## config.mk

```make
export PLATFORM = sky130hd
export DESIGN_NAME = rv_instr_encoder_flat
export DESIGN_NICKNAME = d
export VERILOG_FILES = /design/src/rtl/rv_pkg.sv /design/src/rtl/rv_instr_encoder_if.sv /design/src/rtl/rv_instr_pack.sv /design/src/rtl/rv_instr_encoder.sv /design/src/flat_wrapper.sv
export SDC_FILE = /design/constraint.sdc
export NUM_CORES = 1
export LEC_CHECK = 0
export CORE_ASPECT_RATIO = 1.5
export CORE_MARGIN = 2
export CORE_UTILIZATION = 25
export CTS_CLUSTER_SIZE = 20
export DETAILED_ROUTE_END_ITERATION = 12
export MAX_ROUTING_LAYER = met4
export SKIP_LAST_GASP = 1
export SYNTH_ARGS = -nofsm -noshare
export SYNTH_HDL_FRONTEND = slang
export SYNTH_SLANG_ARGS = --single-unit
export TNS_END_PERCENT = 10
```

## constraint.sdc

```tcl
create_clock -name clk -period 4.75 [get_ports clk]
set_input_delay 0.7125 -clock clk [delete_from_list [all_inputs] [get_ports clk]]
set_output_delay 0.7125 -clock clk [all_outputs]
set_load 0.05 [all_outputs]
```

## src/rtl/rv_pkg.sv

```systemverilog
// ============================================================================
// Module   : rv_pkg
// Purpose  : Shared RV32I encoder constants: format codes, opcodes, NOP word.
// Revision : 1.0 - initial release
// ============================================================================
`default_nettype none

package rv_pkg;

    // Format codes line up with the decoder's ImmSrc values for I/S/B/J/U
    localparam logic [2:0] FMT_I = 3'b000;
    localparam logic [2:0] FMT_S = 3'b001;
    localparam logic [2:0] FMT_B = 3'b010;
    localparam logic [2:0] FMT_J = 3'b011;
    localparam logic [2:0] FMT_U = 3'b100;
    localparam logic [2:0] FMT_R = 3'b101;

    localparam logic [6:0] OP_LUI    = 7'b0110111;
    localparam logic [6:0] OP_JAL    = 7'b1101111;
    localparam logic [6:0] OP_BRANCH = 7'b1100011;
    localparam logic [6:0] OP_STORE  = 7'b0100011;
    localparam logic [6:0] OP_OPIMM  = 7'b0010011;
    localparam logic [6:0] OP_OP     = 7'b0110011;

    localparam logic [31:0] NOP = 32'h0000_0013;

    typedef struct packed {
        logic [31:0] instr;
        logic        err;
    } pack_res_t;

endpackage

`default_nettype wire

```

## src/rtl/rv_instr_encoder_if.sv

```systemverilog
// ============================================================================
// Module   : rv_instr_encoder_if
// Purpose  : Request/response valid-ready bundle of the instruction encoder.
// Revision : 1.0 - initial release
// ============================================================================
`default_nettype none

interface rv_instr_encoder_if;

    logic        in_valid;
    logic        in_ready;
    logic [2:0]  in_fmt;
    logic [6:0]  in_op;
    logic [2:0]  in_funct3;
    logic        in_funct7b5;
    logic [4:0]  in_rd;
    logic [4:0]  in_rs1;
    logic [4:0]  in_rs2;
    logic [31:0] in_imm;
    logic        out_valid;
    logic        out_ready;
    logic [31:0] out_instr;
    logic        out_err;

    modport master (
        output in_valid, in_fmt, in_op, in_funct3, in_funct7b5,
               in_rd, in_rs1, in_rs2, in_imm, out_ready,
        input  in_ready, out_valid, out_instr, out_err
    );

    modport slave (
        input  in_valid, in_fmt, in_op, in_funct3, in_funct7b5,
               in_rd, in_rs1, in_rs2, in_imm, out_ready,
        output in_ready, out_valid, out_instr, out_err
    );

endinterface

`default_nettype wire

```

## src/rtl/rv_instr_pack.sv

```systemverilog
// ============================================================================
// Module   : rv_instr_pack
// Purpose  : Combinational RV32I field placement and legality check.
// Revision : 1.0 - initial release
// ============================================================================
`default_nettype none

module rv_instr_pack
    import rv_pkg::*;
(
    input  logic [2:0]  fmt_i,
    input  logic [6:0]  op_i,
    input  logic [2:0]  funct3_i,
    input  logic        funct7b5_i,
    input  logic [4:0]  rd_i,
    input  logic [4:0]  rs1_i,
    input  logic [4:0]  rs2_i,
    input  logic [31:0] imm_i,
    output pack_res_t   res_o
);

    logic signed [31:0] simm;
    logic               is_shift;
    logic               illegal;
    logic [31:0]        instr;

    assign simm     = $signed(imm_i);
    // funct3 001 (slli) and 101 (srli/srai) share the shamt layout
    assign is_shift = (fmt_i == FMT_I) && (op_i == OP_OPIMM) && (funct3_i[1:0] == 2'b01);

    always_comb begin
        illegal = (op_i[1:0] != 2'b11);
        case (fmt_i)
            FMT_I: if (simm < -32'sd2048 || simm > 32'sd2047 ||
                       (is_shift && (simm < 32'sd0 || simm > 32'sd31)))
                       illegal = 1'b1;
            FMT_S: if (simm < -32'sd2048 || simm > 32'sd2047)
                       illegal = 1'b1;
            FMT_B: if (simm < -32'sd4096 || simm > 32'sd4094 || imm_i[0])
                       illegal = 1'b1;
            FMT_J: if (simm < -32'sd1048576 || simm > 32'sd1048574 || imm_i[0])
                       illegal = 1'b1;
            FMT_U: if (imm_i[11:0] != 12'h000)
                       illegal = 1'b1;
            FMT_R: ;
            default: illegal = 1'b1;
        endcase
    end

    always_comb begin
        instr = 32'h0;
        case (fmt_i)
            FMT_R: instr = {1'b0, funct7b5_i, 5'b00000, rs2_i, rs1_i, funct3_i, rd_i, op_i};
            FMT_I: instr = is_shift
                         ? {1'b0, funct7b5_i, 5'b00000, imm_i[4:0], rs1_i, funct3_i, rd_i, op_i}
                         : {imm_i[11:0], rs1_i, funct3_i, rd_i, op_i};
            FMT_S: instr = {imm_i[11:5], rs2_i, rs1_i, funct3_i, imm_i[4:0], op_i};
            FMT_B: instr = {imm_i[12], imm_i[10:5], rs2_i, rs1_i, funct3_i,
                            imm_i[4:1], imm_i[11], op_i};
            FMT_U: instr = {imm_i[31:12], rd_i, op_i};
            FMT_J: instr = {imm_i[20], imm_i[10:1], imm_i[11], imm_i[19:12], rd_i, op_i};
            default: instr = 32'h0;
        endcase
    end

    assign res_o.instr = illegal ? NOP : instr;
    assign res_o.err   = illegal;

endmodule

`default_nettype wire

```

## src/rtl/rv_instr_encoder.sv

```systemverilog
// ============================================================================
// Module   : rv_instr_encoder
// Purpose  : Registered valid/ready wrapper around rv_instr_pack with counters.
// Revision : 1.0 - initial release
// ============================================================================
`default_nettype none

module rv_instr_encoder
    import rv_pkg::*;
#(
    parameter int CNT_W = 16
)
(
    input  logic                 clk,
    input  logic                 reset,
    input  logic                 clr,
    rv_instr_encoder_if.slave    bus,
    output logic [CNT_W-1:0]     instr_count,
    output logic                 err_sticky
);

    pack_res_t          pack_res;
    logic               accept;
    logic               valid_q,  valid_d;
    logic [31:0]        instr_q,  instr_d;
    logic               err_q,    err_d;
    logic [CNT_W-1:0]   count_q,  count_d;
    logic               sticky_q, sticky_d;

    rv_instr_pack u_pack (
        .fmt_i      (bus.in_fmt),
        .op_i       (bus.in_op),
        .funct3_i   (bus.in_funct3),
        .funct7b5_i (bus.in_funct7b5),
        .rd_i       (bus.in_rd),
        .rs1_i      (bus.in_rs1),
        .rs2_i      (bus.in_rs2),
        .imm_i      (bus.in_imm),
        .res_o      (pack_res)
    );

    // The single output slot frees up in the same cycle it is popped
    assign bus.in_ready = !valid_q || bus.out_ready;
    assign accept       = bus.in_valid && bus.in_ready;

    always_comb begin
        valid_d  = valid_q;
        instr_d  = instr_q;
        err_d    = err_q;
        count_d  = count_q;
        sticky_d = sticky_q;
        if (accept) begin
            valid_d = 1'b1;
            instr_d = pack_res.instr;
            err_d   = pack_res.err;
        end else if (bus.out_ready) begin
            valid_d = 1'b0;
        end
        if (clr) begin
            count_d  = '0;
            sticky_d = 1'b0;
        end else if (accept) begin
            count_d  = count_q + CNT_W'(1);
            sticky_d = sticky_q | pack_res.err;
        end
    end

    always_ff @(posedge clk or posedge reset) begin
        if (reset) begin
            valid_q  <= 1'b0;
            instr_q  <= 32'h0;
            err_q    <= 1'b0;
            count_q  <= '0;
            sticky_q <= 1'b0;
        end else begin
            valid_q  <= valid_d;
            instr_q  <= instr_d;
            err_q    <= err_d;
            count_q  <= count_d;
            sticky_q <= sticky_d;
        end
    end

    assign bus.out_valid = valid_q;
    assign bus.out_instr = instr_q;
    assign bus.out_err   = err_q;
    assign instr_count   = count_q;
    assign err_sticky    = sticky_q;

endmodule

`default_nettype wire

```

## src/flat_wrapper.sv

```systemverilog
// flat-port wrapper written by rule: the top's interface ports become plain ports
module rv_instr_encoder_flat import rv_pkg::*;
#(
    parameter int CNT_W = 16
)
  (clk, reset, clr, instr_count, err_sticky, bus_in_valid, bus_in_fmt, bus_in_op, bus_in_funct3, bus_in_funct7b5, bus_in_rd, bus_in_rs1, bus_in_rs2, bus_in_imm, bus_out_ready, bus_in_ready, bus_out_valid, bus_out_instr, bus_out_err);
  rv_instr_encoder_if bus_i ();
  input  logic clk;
  input  logic reset;
  input  logic clr;
  output logic [CNT_W-1:0] instr_count;
  output logic err_sticky;
  input wire logic [$bits(bus_i.in_valid)-1:0] bus_in_valid;
  input wire logic [$bits(bus_i.in_fmt)-1:0] bus_in_fmt;
  input wire logic [$bits(bus_i.in_op)-1:0] bus_in_op;
  input wire logic [$bits(bus_i.in_funct3)-1:0] bus_in_funct3;
  input wire logic [$bits(bus_i.in_funct7b5)-1:0] bus_in_funct7b5;
  input wire logic [$bits(bus_i.in_rd)-1:0] bus_in_rd;
  input wire logic [$bits(bus_i.in_rs1)-1:0] bus_in_rs1;
  input wire logic [$bits(bus_i.in_rs2)-1:0] bus_in_rs2;
  input wire logic [$bits(bus_i.in_imm)-1:0] bus_in_imm;
  input wire logic [$bits(bus_i.out_ready)-1:0] bus_out_ready;
  output wire logic [$bits(bus_i.in_ready)-1:0] bus_in_ready;
  output wire logic [$bits(bus_i.out_valid)-1:0] bus_out_valid;
  output wire logic [$bits(bus_i.out_instr)-1:0] bus_out_instr;
  output wire logic [$bits(bus_i.out_err)-1:0] bus_out_err;
  assign bus_i.in_valid = bus_in_valid;
  assign bus_i.in_fmt = bus_in_fmt;
  assign bus_i.in_op = bus_in_op;
  assign bus_i.in_funct3 = bus_in_funct3;
  assign bus_i.in_funct7b5 = bus_in_funct7b5;
  assign bus_i.in_rd = bus_in_rd;
  assign bus_i.in_rs1 = bus_in_rs1;
  assign bus_i.in_rs2 = bus_in_rs2;
  assign bus_i.in_imm = bus_in_imm;
  assign bus_i.out_ready = bus_out_ready;
  assign bus_in_ready = bus_i.in_ready;
  assign bus_out_valid = bus_i.out_valid;
  assign bus_out_instr = bus_i.out_instr;
  assign bus_out_err = bus_i.out_err;
  rv_instr_encoder #(.CNT_W(CNT_W)) u_core (.clk(clk), .reset(reset), .clr(clr), .bus(bus_i), .instr_count(instr_count), .err_sticky(err_sticky));
endmodule
```

==> impl_metrics.py, run 1 <==
metrics = {
    "clock_network": {
        "htreeDepth": 2,
        "cts_tree": "yes",
        "clk_pin_slew_ps": 60,
        "clk_latency_ps": 290,
        "numCtsBuffers": 5,
        "post-cts-setup-buffer-count": 0,
        "post_cts_resize_count": 0,
        "cts_sinks": 51,
        "cts_buffer_depth": 2,
        "root_buffer": "clkbuf_16",
        "ctsHoldBuffers": 0,
    },
    "grt": {
        "grt_pass1_vias": 3038,
        "grt_pass1_wl_um": 15700,
        "grt_start_max_net_pins": 52,
        "grt_usage_pct": 15.6,
        "overflow": 0,
        "antenna_found_initial": 0,
    },
    "yosys": {
        "synth_cell_type_count": 48,
        "ys_seq_area_share_pct": 42.2,
        "synth-seq-cells": 51,
        "synthSimpleGateAreaFrac_pct": 22.3,
        "synth.avg_cell_area_um2": 8.77,
        "synth_compound_area_share_pct": 23.2,
        "syn_inst": 345,
        "synth_mux_area_share_pct": 3.39,
        "synth_adder_area_share_pct": 0.414,
        "synth_edf_count": 0,
        "synth_flop_cell": "dfrtp_1",
        "yosys.area_share.xor_xnor_pct": 4.05,
        "async_flop_share_pct": 100,
        "yosys_warnings": 0,
        "synth_top_family_by_area": "compound AO/OA/AOI/OAI gates",
        "synth_area_um2": 3030,
        "syn_nets": 412,
    },
    "timing": {
        "maxSlewHeadroom_pct": 29.0,
        "period_minus_slack_ps": 3380,
        "fmax_mhz": 296,
        "setup_violations": 0,
        "final.setup_skew_ps": 5.71,
        "final_max_slew_viol_count": 0,
        "setup_tns_ps": 0,
        "min_period_over_period_pct": 71.2,
        "grt_setup_unrepaired": "false",
        "hold_slack_ps": 467,
        "worst_slew_pin_slew_ps": 1060,
        "final-hold-violation-count": 0,
    },
    "setup_path": {
        "cp_cell_sequence": "clkdlybuf4s50_1 > buf_4 > nor3b_2 > and3_1 > a21oi_1 > a211o_1 > o211a_1 > a311oi_1",
        "slowest_stage": "o211a_1",
        "crit_buf_inv": 2,
        "crit_type": "primary input to flop",
        "critPathCaptureType": "flop",
        "start_kind": "primary input",
        "cp_max_fo": 29,
        "worstPathArrival_ps": 3570,
        "slowest_delay_ps": 610,
        "critPathRequiredTime_ps": 4940,
        "path_delay_family": "compound AO/OA/AOI/OAI gates",
        "r2r_start": "u_core.bus.out_valid$_DFFE_PP0P_",
        "critPathLaunch": "bus_in_fmt[2]",
    },
    "cells_and_area": {
        "antenna_cells": 0,
        "nNetsFinal": 513,
        "area_delta_synth_final_pct": 47.7,
        "drive_gt1_share_pct": 4.70,
    },
    "drt": {
        "ant_nets": 0,
        "num_vias": 3103,
        "drt_iter0_drc": 262,
        "vias_per_cell": 5.17,
        "detail_route.first_pass.iterations": 5,
        "routedWlPerCell_um": 16.9,
        "wl_um": 10100,
        "drcViolationCount": 0,
    },
    "floorplan": {
        "row_count": 49,
        "ios": 118,
        "core_um2": 11900,
        "initial_utilization_pct": 25.4,
        "chipWidth_um": 93.8,
        "die_y_um": 139,
        "dieArea_um2": 13000,
    },
    "placed_design": {
        "hpwl_um": 7590,
        "place.gp.congestion": 0.855,
        "io_buffers": 117,
    },
    "power_and_ir_drop": {
        "p_total_mw": 1.32,
        "peakVddDrop_v": 0.000133,
        "leakagePower_nw": 1.71,
        "pwr_density_cell_nw_per_um2": 295,
    },
    "hold_path": {
        "worstHoldPathType": "flop to flop",
        "worstHoldStart": "u_core.bus.out_instr[1]$_DFFE_PP0P_",
    },
    "run": {
        "maxCapViolations": 0,
    },
    "status": {
        "run_status": "completed",
    },
}
## cells in the mapped netlist (all sizes together), types with 2 or more instances
master  count  share of area [%]
a211oi      9                2.2
a21oi      21                3.5
a221oi      5                1.4
a22oi      21                5.2
and2        2               0.41
and3        3               0.62
and4        4                1.2
buf         9                1.7
clkbuf     18                2.2
dfrtp      51                 42
inv         4               0.50
mux2        2               0.74
mux2i       8                2.6
nand2      29                3.6
nand2b      4               0.83
nand3       9                1.5
nand4       9                1.9
nor2       47                5.8
nor2b       4               0.83
nor3       12                2.2
nor3b       2               0.66
nor4        6                1.7
o211ai      3               0.74
o21ai      21                3.5
o221ai     13                3.8
xnor2       3               0.87
xor2       11                3.2
## where the power goes
group          switching [mW]  internal [mW]
clock                   0.161          0.249
sequential             0.0220          0.470
combinational           0.261          0.157
total                   0.444          0.875
## state kept, by name (all words and copies together), names as in the netlist
name	cells
u_core.instr_count	16
u_core.err_sticky	1
u_core.bus.out_err	1
u_core.bus.out_valid	1
u_core.bus.out_instr	32
## stage by stage
| stage | instances | cell area, µm² | setup slack [ps] | utilization, % |
|---|---|---|---|---|
| global placement | 592 | 4300 | 1180 | 36.2 |
| CTS | 600 | 4470 | 1410 | 37.6 |
| floorplan | 345 | 3030 | 2350 | - |
| global route | 600 | 4470 | 1220 | 37.6 |
| finish | 600 | 4470 | 1370 | 37.6 |
| detailed placement | 592 | 4300 | 1110 | 36.2 |
## final cells by class
cell class / instances / area [µm²]
fillers: 1224 / 7420
multi-input cells: 263 / 1620
flip-flops and latches: 51 / 1280
repair buffers: 121 / 1200
well taps: 153 / 191
clock buffers: 5 / 125
clock inverters: 3 / 43.8
inverters: 4 / 15.0
## routing by layer
metal | up-vias | GRT usage (%) | part of all wire [%]
li1 | 1482 | - | -
met1 | 1478 | 19.2 | 42
met2 | 123 | 26.1 | 50
met3 | 20 | 1.74 | 4.6
met4 | 0 | 5.80 | 2.9
met5 | - | - | 0
## layout by cell type (no fill, tap or decap), types with 5 or more instances in the layout
cell type / synthesis / routed
nor3_1: 11 / 11
nand3_1: 9 / 9
nor4_1: 5 / 5
a211oi_1: 9 / 9
clkbuf_16: 0 / 5
a22oi_1: 21 / 21
a221oi_1: 5 / 5
nand2_1: 29 / 29
o221ai_1: 13 / 13
mux2i_1: 8 / 8
xor2_1: 11 / 11
dfrtp_1: 51 / 51
o21ai_0: 21 / 21
nand4_1: 9 / 9
nor2_1: 47 / 47
a21oi_1: 21 / 21
clkdlybuf4s50_1: 0 / 117
## worst paths after layout
path	endpoint	slack, ps	cells past startpoint
max	u_core.bus.out_instr[31]$_DFFE_PP0P_	1370	8
min	u_core.bus.out_instr[1]$_DFFE_PP0P_	470	1
max reg2reg	u_core.instr_count[14]$_DFFE_PP0P_	2540	6
min reg2reg	u_core.bus.out_instr[1]$_DFFE_PP0P_	470	1
max in group asynchronous	u_core.bus.out_instr[10]$_DFFE_PP0P_	3090	2
min in group asynchronous	u_core.bus.out_valid$_DFFE_PP0P_	1000	2
## kinds of logic (layout without fill, tap and decap cells)
logic type / Yosys count / count (layout)
mux: 10 / 10
compound gates: 103 / 103
flops: 51 / 51
simple gates: 135 / 135
buf+inv: 31 / 133
fa+ha+maj: 1 / 1
xor+xnor: 14 / 14
(Power assumes the default switching activity.)
==> inputs of run 2 (changes only) <==
==> constraint.sdc (replaced) <==
create_clock -name clk -period 3 [get_ports clk]
set_input_delay 0.45 -clock clk [delete_from_list [all_inputs] [get_ports clk]]
set_output_delay 0.45 -clock clk [all_outputs]
set_load 0.05 [all_outputs]
==> run 2 against run 1 <==
  * Worst hold slack barely moved
  * Non-clock buffer count rose by 7
  * Combinational power rose by 60%
  * Routed wire length fell by 1.2%
  * Critical path type unchanged
==> impl_metrics.py, run 2 (same netlist as run 1, synthesis figures left out) <==
metrics = {
    "drt": {
        "vias_per_cell": 5.15,
        "wl_um": 10000,
        "ant_nets": 0,
        "drt_iter0_drc": 216,
        "detail_route.first_pass.iterations": 4,
        "num_vias": 3126,
        "drcViolationCount": 0,
        "routedWlPerCell_um": 16.5,
    },
    "hold_path": {
        "whs_path_depth": 1,
        "min_to": "u_core.bus.out_instr[0]$_DFFE_PP0P_",
        "worstHoldStart": "u_core.bus.out_instr[0]$_DFFE_PP0P_",
        "worstHoldPathType": "flop to flop",
    },
    "setup_path": {
        "reg2regPathDepth": 7,
        "critPathCaptureType": "flop",
        "r2r_slack_ps": 1210,
        "r2r_start": "u_core.bus.out_valid$_DFFE_PP0P_",
        "crit_type": "primary input to flop",
        "critPathLaunch": "bus_in_fmt[2]",
        "cp_max_fo": 26,
        "start_kind": "primary input",
        "timing.rr.end": "u_core.bus.out_instr[24]$_DFFE_PP0P_",
        "critPathRequiredTime_ps": 3230,
        "worstPathArrival_ps": 2730,
    },
    "cells_and_area": {
        "final_cell_mix": "clkdlybuf4s50_1, dfrtp_1, nor2_1, nand2_1",
        "antenna_cells": 0,
        "area_delta_synth_final_pct": 49.9,
        "final_area_um2": 4530,
        "final_common_cell": "clkdlybuf4s50_1",
        "largest_reg_flops": 32,
        "drive_gt1_share_pct": 6.17,
        "nNetsFinal": 520,
        "nFillCells": 1222,
    },
    "floorplan": {
        "die_y_um": 139,
        "chipWidth_um": 93.8,
        "core_um2": 11900,
        "ios": 118,
        "row_count": 49,
        "initial_utilization_pct": 25.4,
        "dieArea_um2": 13000,
    },
    "timing": {
        "min_period_over_period_pct": 83.4,
        "final.setup_skew_ps": 2.60,
        "final_max_slew_viol_count": 0,
        "fmax_mhz": 400,
        "setup_tns_ps": 0,
        "grt_setup_unrepaired": "false",
        "worst_slew_pin_slew_ps": 922,
        "setup_ws_ps": 497,
        "period_minus_slack_ps": 2500,
        "setup_violations": 0,
        "maxSlewHeadroom_pct": 38.3,
        "final-hold-violation-count": 0,
    },
    "grt": {
        "antenna_found_initial": 0,
        "grt_pass1_wl_um": 16200,
        "overflow": 0,
        "grt_start_max_net_pins": 52,
        "grt_pass1_vias": 3249,
        "grt_usage_pct": 16.1,
    },
    "power_and_ir_drop": {
        "peakVddDrop_v": 0.000226,
        "leakagePower_nw": 1.75,
        "pwr_density_cell_nw_per_um2": 463,
    },
    "clock_network": {
        "clk_latency_ps": 290,
        "cts_sinks": 51,
        "cts_buffer_depth": 2,
        "clk_pin_slew_ps": 70,
        "ctsHoldBuffers": 0,
        "root_buffer": "clkbuf_16",
        "post-cts-setup-buffer-count": 0,
        "htreeDepth": 2,
        "numCtsBuffers": 5,
        "post_cts_resize_count": 0,
        "cts_tree": "yes",
    },
    "placed_design": {
        "io_buffers": 117,
        "place.gp.congestion": 0.910,
        "placed_area_um2": 4370,
        "place_ws_ps": 249,
        "hpwl_um": 7560,
    },
    "run": {
        "maxCapViolations": 0,
    },
    "status": {
        "run_status": "completed",
    },
}
run 2: cell types whose count changed in the layout (fill, tap and decap cells not counted):
cell and delta:
buf_12 +1, buf_4 +6
run 2: worst max-delay path: stages:
cell and delay [ps]:
clkdlybuf4s50_1 500, buf_4 310, inv_1 140, nor2_1 720, a22oi_1 160, o221ai_1 230
o21ai_0 120, nor2_1 100
run 2: per-stage QoR:
step / util [%] / total power [mW] / instances / hold slack (ps)
CTS: 38.1 / 2.12 / 607 / 473
finish: 38.1 / 2.10 / 607 / 467
global route: 38.1 / 2.20 / 607 / 509
global placement: 36.7 / 1.46 / 599 / 450
floorplan: - / 1.17 / 345 / 558
detailed placement: 36.7 / 1.46 / 599 / 455
run 2: routing by layer:
layer	vias up	track usage [%]	share of wire [%]	wire, µm
met1	1477	19.3	41	4110
met4	0	7.32	4.0	401
met5	-	-	0	0
li1	1497	-	-	-
met3	25	2.45	6.1	609
met2	127	26.4	49	4890
run 2: report_power, final:
part	internal (mW)	switching, mW
clock network	0.394	0.258
registers	0.743	0.0347
logic	0.257	0.412
run 2: area by class of cell:
cell class / count / area [µm²] / share of cell area (%)
timing repair buffer: 128 / 1270 / 27.9
multi-input combinational: 263 / 1620 / 35.7
tap: 153 / 191 / 4.22
inverter: 4 / 15.0 / 0.331
sequential: 51 / 1280 / 28.1
clock buffer: 5 / 125 / 2.76
clock inverter: 3 / 43.8 / 0.966
run 2: worst max path at each step:
| stage | endpoint | cells after the start |
|---|---|---|
| after floorplan | u_core.bus.out_instr[8]$_DFFE_PP0P_ | 7 |
| after global placement | u_core.bus.out_instr[31]$_DFFE_PP0P_ | 8 |
| after detailed placement | u_core.bus.out_instr[24]$_DFFE_PP0P_ | 8 |
| after CTS | u_core.bus.out_instr[24]$_DFFE_PP0P_ | 8 |
| after global routing | u_core.bus.out_instr[23]$_DFFE_PP0P_ | 8 |
| final | u_core.bus.out_instr[23]$_DFFE_PP0P_ | 8 |
==> inputs of run 3 (changes only) <==
==> constraint.sdc (replaced) <==
create_clock -name clk -period 2.5 [get_ports clk]
set_input_delay 0.375 -clock clk [delete_from_list [all_inputs] [get_ports clk]]
set_output_delay 0.375 -clock clk [all_outputs]
set_load 0.05 [all_outputs]
==> run 3 against run 2 <==
  * Setup slack got worse by 380 ps
  * Combinational power increased by 24%
  * Non-clock buffer count increased by 23
  * Cell count increased by 3.8%
  * Core utilization increased by 1.3 points
  * Sequential share of layout area decreased by 0.92 points
  * Sequential power increased by 20%
  * Clock skew about the same
  * First-iteration DRC count decreased by 25%
  * Critical path depth unchanged
  * Clock power increased by 7.4%
  * Critical path type unchanged
  * Critical endpoint is now u_core.bus.out_instr[9]$_DFFE_PP0P_
  * Highest routed layer unchanged
==> impl_metrics.py, run 3 (same netlist as run 1, synthesis figures left out) <==
metrics = {
    "timing": {
        "fmax_mhz": 419,
        "grt_setup_unrepaired": "false",
        "worst_slew_pin_slew_ps": 1010,
        "final_max_slew_viol_count": 0,
        "setup_ws_ps": 113,
        "final-hold-violation-count": 0,
        "setup_violations": 0,
        "maxSlewHeadroom_pct": 32.7,
        "min_period_over_period_pct": 95.5,
        "setup_tns_ps": 0,
        "final.setup_skew_ps": 3.02,
        "period_minus_slack_ps": 2390,
    },
    "setup_path": {
        "r2r_start": "u_core.instr_count[3]$_DFFE_PP0P_",
        "worstPathArrival_ps": 2590,
        "slowest_delay_ps": 560,
        "slowest_stage": "or4_4",
        "cp_cell_sequence": "clkdlybuf4s50_1 > or4_4 > nor4_4 > a21oi_1 > a211o_1 > o211a_1 > buf_4 > nor3_1",
        "crit_type": "primary input to flop",
        "start_kind": "primary input",
        "cp_max_fo": 9,
        "r2r_slack_ps": 770,
        "timing.rr.end": "u_core.instr_count[14]$_DFFE_PP0P_",
        "critPathRequiredTime_ps": 2700,
        "critPathCaptureType": "flop",
        "path_delay_family": "simple AND/OR/NAND/NOR gates",
        "reg2regPathDepth": 6,
        "crit_buf_inv": 2,
    },
    "clock_network": {
        "cts_tree": "yes",
        "htreeDepth": 2,
        "cts_buffer_depth": 2,
        "clk_latency_ps": 290,
        "cts_sinks": 51,
        "root_buffer": "clkbuf_16",
        "ctsHoldBuffers": 0,
        "numCtsBuffers": 5,
        "clk_pin_slew_ps": 70,
    },
    "drt": {
        "vias_per_cell": 5.04,
        "detail_route.first_pass.iterations": 4,
        "wl_um": 10400,
        "routedWlPerCell_um": 16.5,
        "num_vias": 3173,
        "drt_iter0_drc": 161,
        "ant_nets": 0,
        "drcViolationCount": 0,
    },
    "power_and_ir_drop": {
        "sw_frac_of_total_pct": 34.2,
        "intPower_mw": 1.62,
        "clock_power_share_pct": 28.4,
        "power_frac_seq_pct": 37.9,
        "peakVddDrop_v": 0.000309,
        "power_frac_comb_pct": 33.7,
        "leakagePower_nw": 1.85,
        "netSwitchingPower_mw": 0.841,
        "pwr_density_cell_nw_per_um2": 525,
    },
    "placed_design": {
        "hpwl_um": 8030,
        "place_ws_ps": -253,
        "place.gp.congestion": 0.890,
        "io_buffers": 117,
        "placed_area_um2": 4530,
    },
    "cells_and_area": {
        "nFillCells": 1254,
        "multi_input_area_um2": 1620,
        "antenna_cells": 0,
        "final_cell_mix": "clkdlybuf4s50_1, dfrtp_1, nor2_1, buf_4, nand2_1",
        "nNetsFinal": 543,
        "final_area_um2": 4690,
        "utilization_pct": 39.4,
        "drive_gt1_share_pct": 10.7,
        "area_delta_synth_final_pct": 55.0,
        "final_common_cell": "clkdlybuf4s50_1",
        "largest_reg_flops": 32,
        "regArea_um2": 1280,
    },
    "floorplan": {
        "ios": 118,
        "row_count": 49,
        "dieArea_um2": 13000,
        "initial_utilization_pct": 25.4,
        "die_y_um": 139,
        "core_um2": 11900,
        "chipWidth_um": 93.8,
    },
    "run": {
        "maxCapViolations": 0,
    },
    "grt": {
        "antenna_found_initial": 0,
        "grt_pass1_wl_um": 16600,
        "grt_pass1_vias": 3240,
        "overflow": 0,
        "grt_start_max_net_pins": 49,
        "grt_usage_pct": 16.5,
    },
    "status": {
        "run_status": "completed",
    },
    "hold_path": {
        "worstHoldPathType": "primary input to asynchronous set/reset pin",
    },
}
==> run 3: cell count changes in the layout (fill, tap and decap cells not counted) <==
cell,previous run,this run
a2111oi_1,0,1
bufinv_16,1,0
buf_4,10,34
clkinv_2,1,0
a2111oi_0,1,0
clkbuf_8,0,1
clkdlybuf4s50_1,117,116
clkbuf_1,0,1
==> run 3: area by class of cell <==
cell class / instances / area share [%]
clock buffers: 7 / 3.04
well taps: 153 / 4.08
multi-input cells: 263 / 34.5
inverters: 4 / 0.320
clock inverters: 1 / 0.187
flip-flops and latches: 51 / 27.2
repair buffers: 151 / 30.6
==> run 3: worst max path at each step <==
stage | startpoint | endpoint | cells after the start
floorplan | u_core.bus.out_valid$_DFFE_PP0P_ | u_core.bus.out_instr[8]$_DFFE_PP0P_ | 7
global placement | bus_in_imm[23] | u_core.err_sticky$_DFFE_PP0P_ | 9
detailed placement | bus_in_imm[23] | u_core.err_sticky$_DFFE_PP0P_ | 9
CTS | bus_in_imm[5] | u_core.err_sticky$_DFFE_PP0P_ | 8
global route | bus_in_imm[5] | u_core.bus.out_instr[27]$_DFFE_PP0P_ | 8
finish | bus_in_imm[5] | u_core.bus.out_instr[9]$_DFFE_PP0P_ | 8
==> run 3: power groups by stage <==
stage          logic [mW]  clock network [mW]  registers [mW]
6_report            0.830               0.699           0.934
4_1_cts             0.833               0.725           0.935
3_3_place_gp        0.823                   0           0.951
5_1_grt             0.888               0.756           0.944
3_5_place_dp        0.831                   0           0.949
2_1_floorplan       0.228                   0            1.18
==> run 3: repair_timing <==
action                                  in CTS  in global routing
buffers inserted                             0                  1
hold endpoints to repair                     0                  0
gates resized for setup                      0                  1
endpoints found under the setup margin       0                 21
==> run 3: stage by stage <==
step	power [mW]	hold WS, ps	cells
CTS	2.49	473	629
floorplan	1.41	483	345
finish	2.46	461	630
global placement	1.77	452	621
global route	2.59	498	630
detailed placement	1.78	455	621
==> run 3: metal layers <==
layer,up-vias,global-route usage [%],routed length (µm)
met5,-,-,0
li1,1551,-,-
met3,17,2.66,553
met1,1501,19.9,4300
met2,104,26.8,5180
met4,0,7.17,334
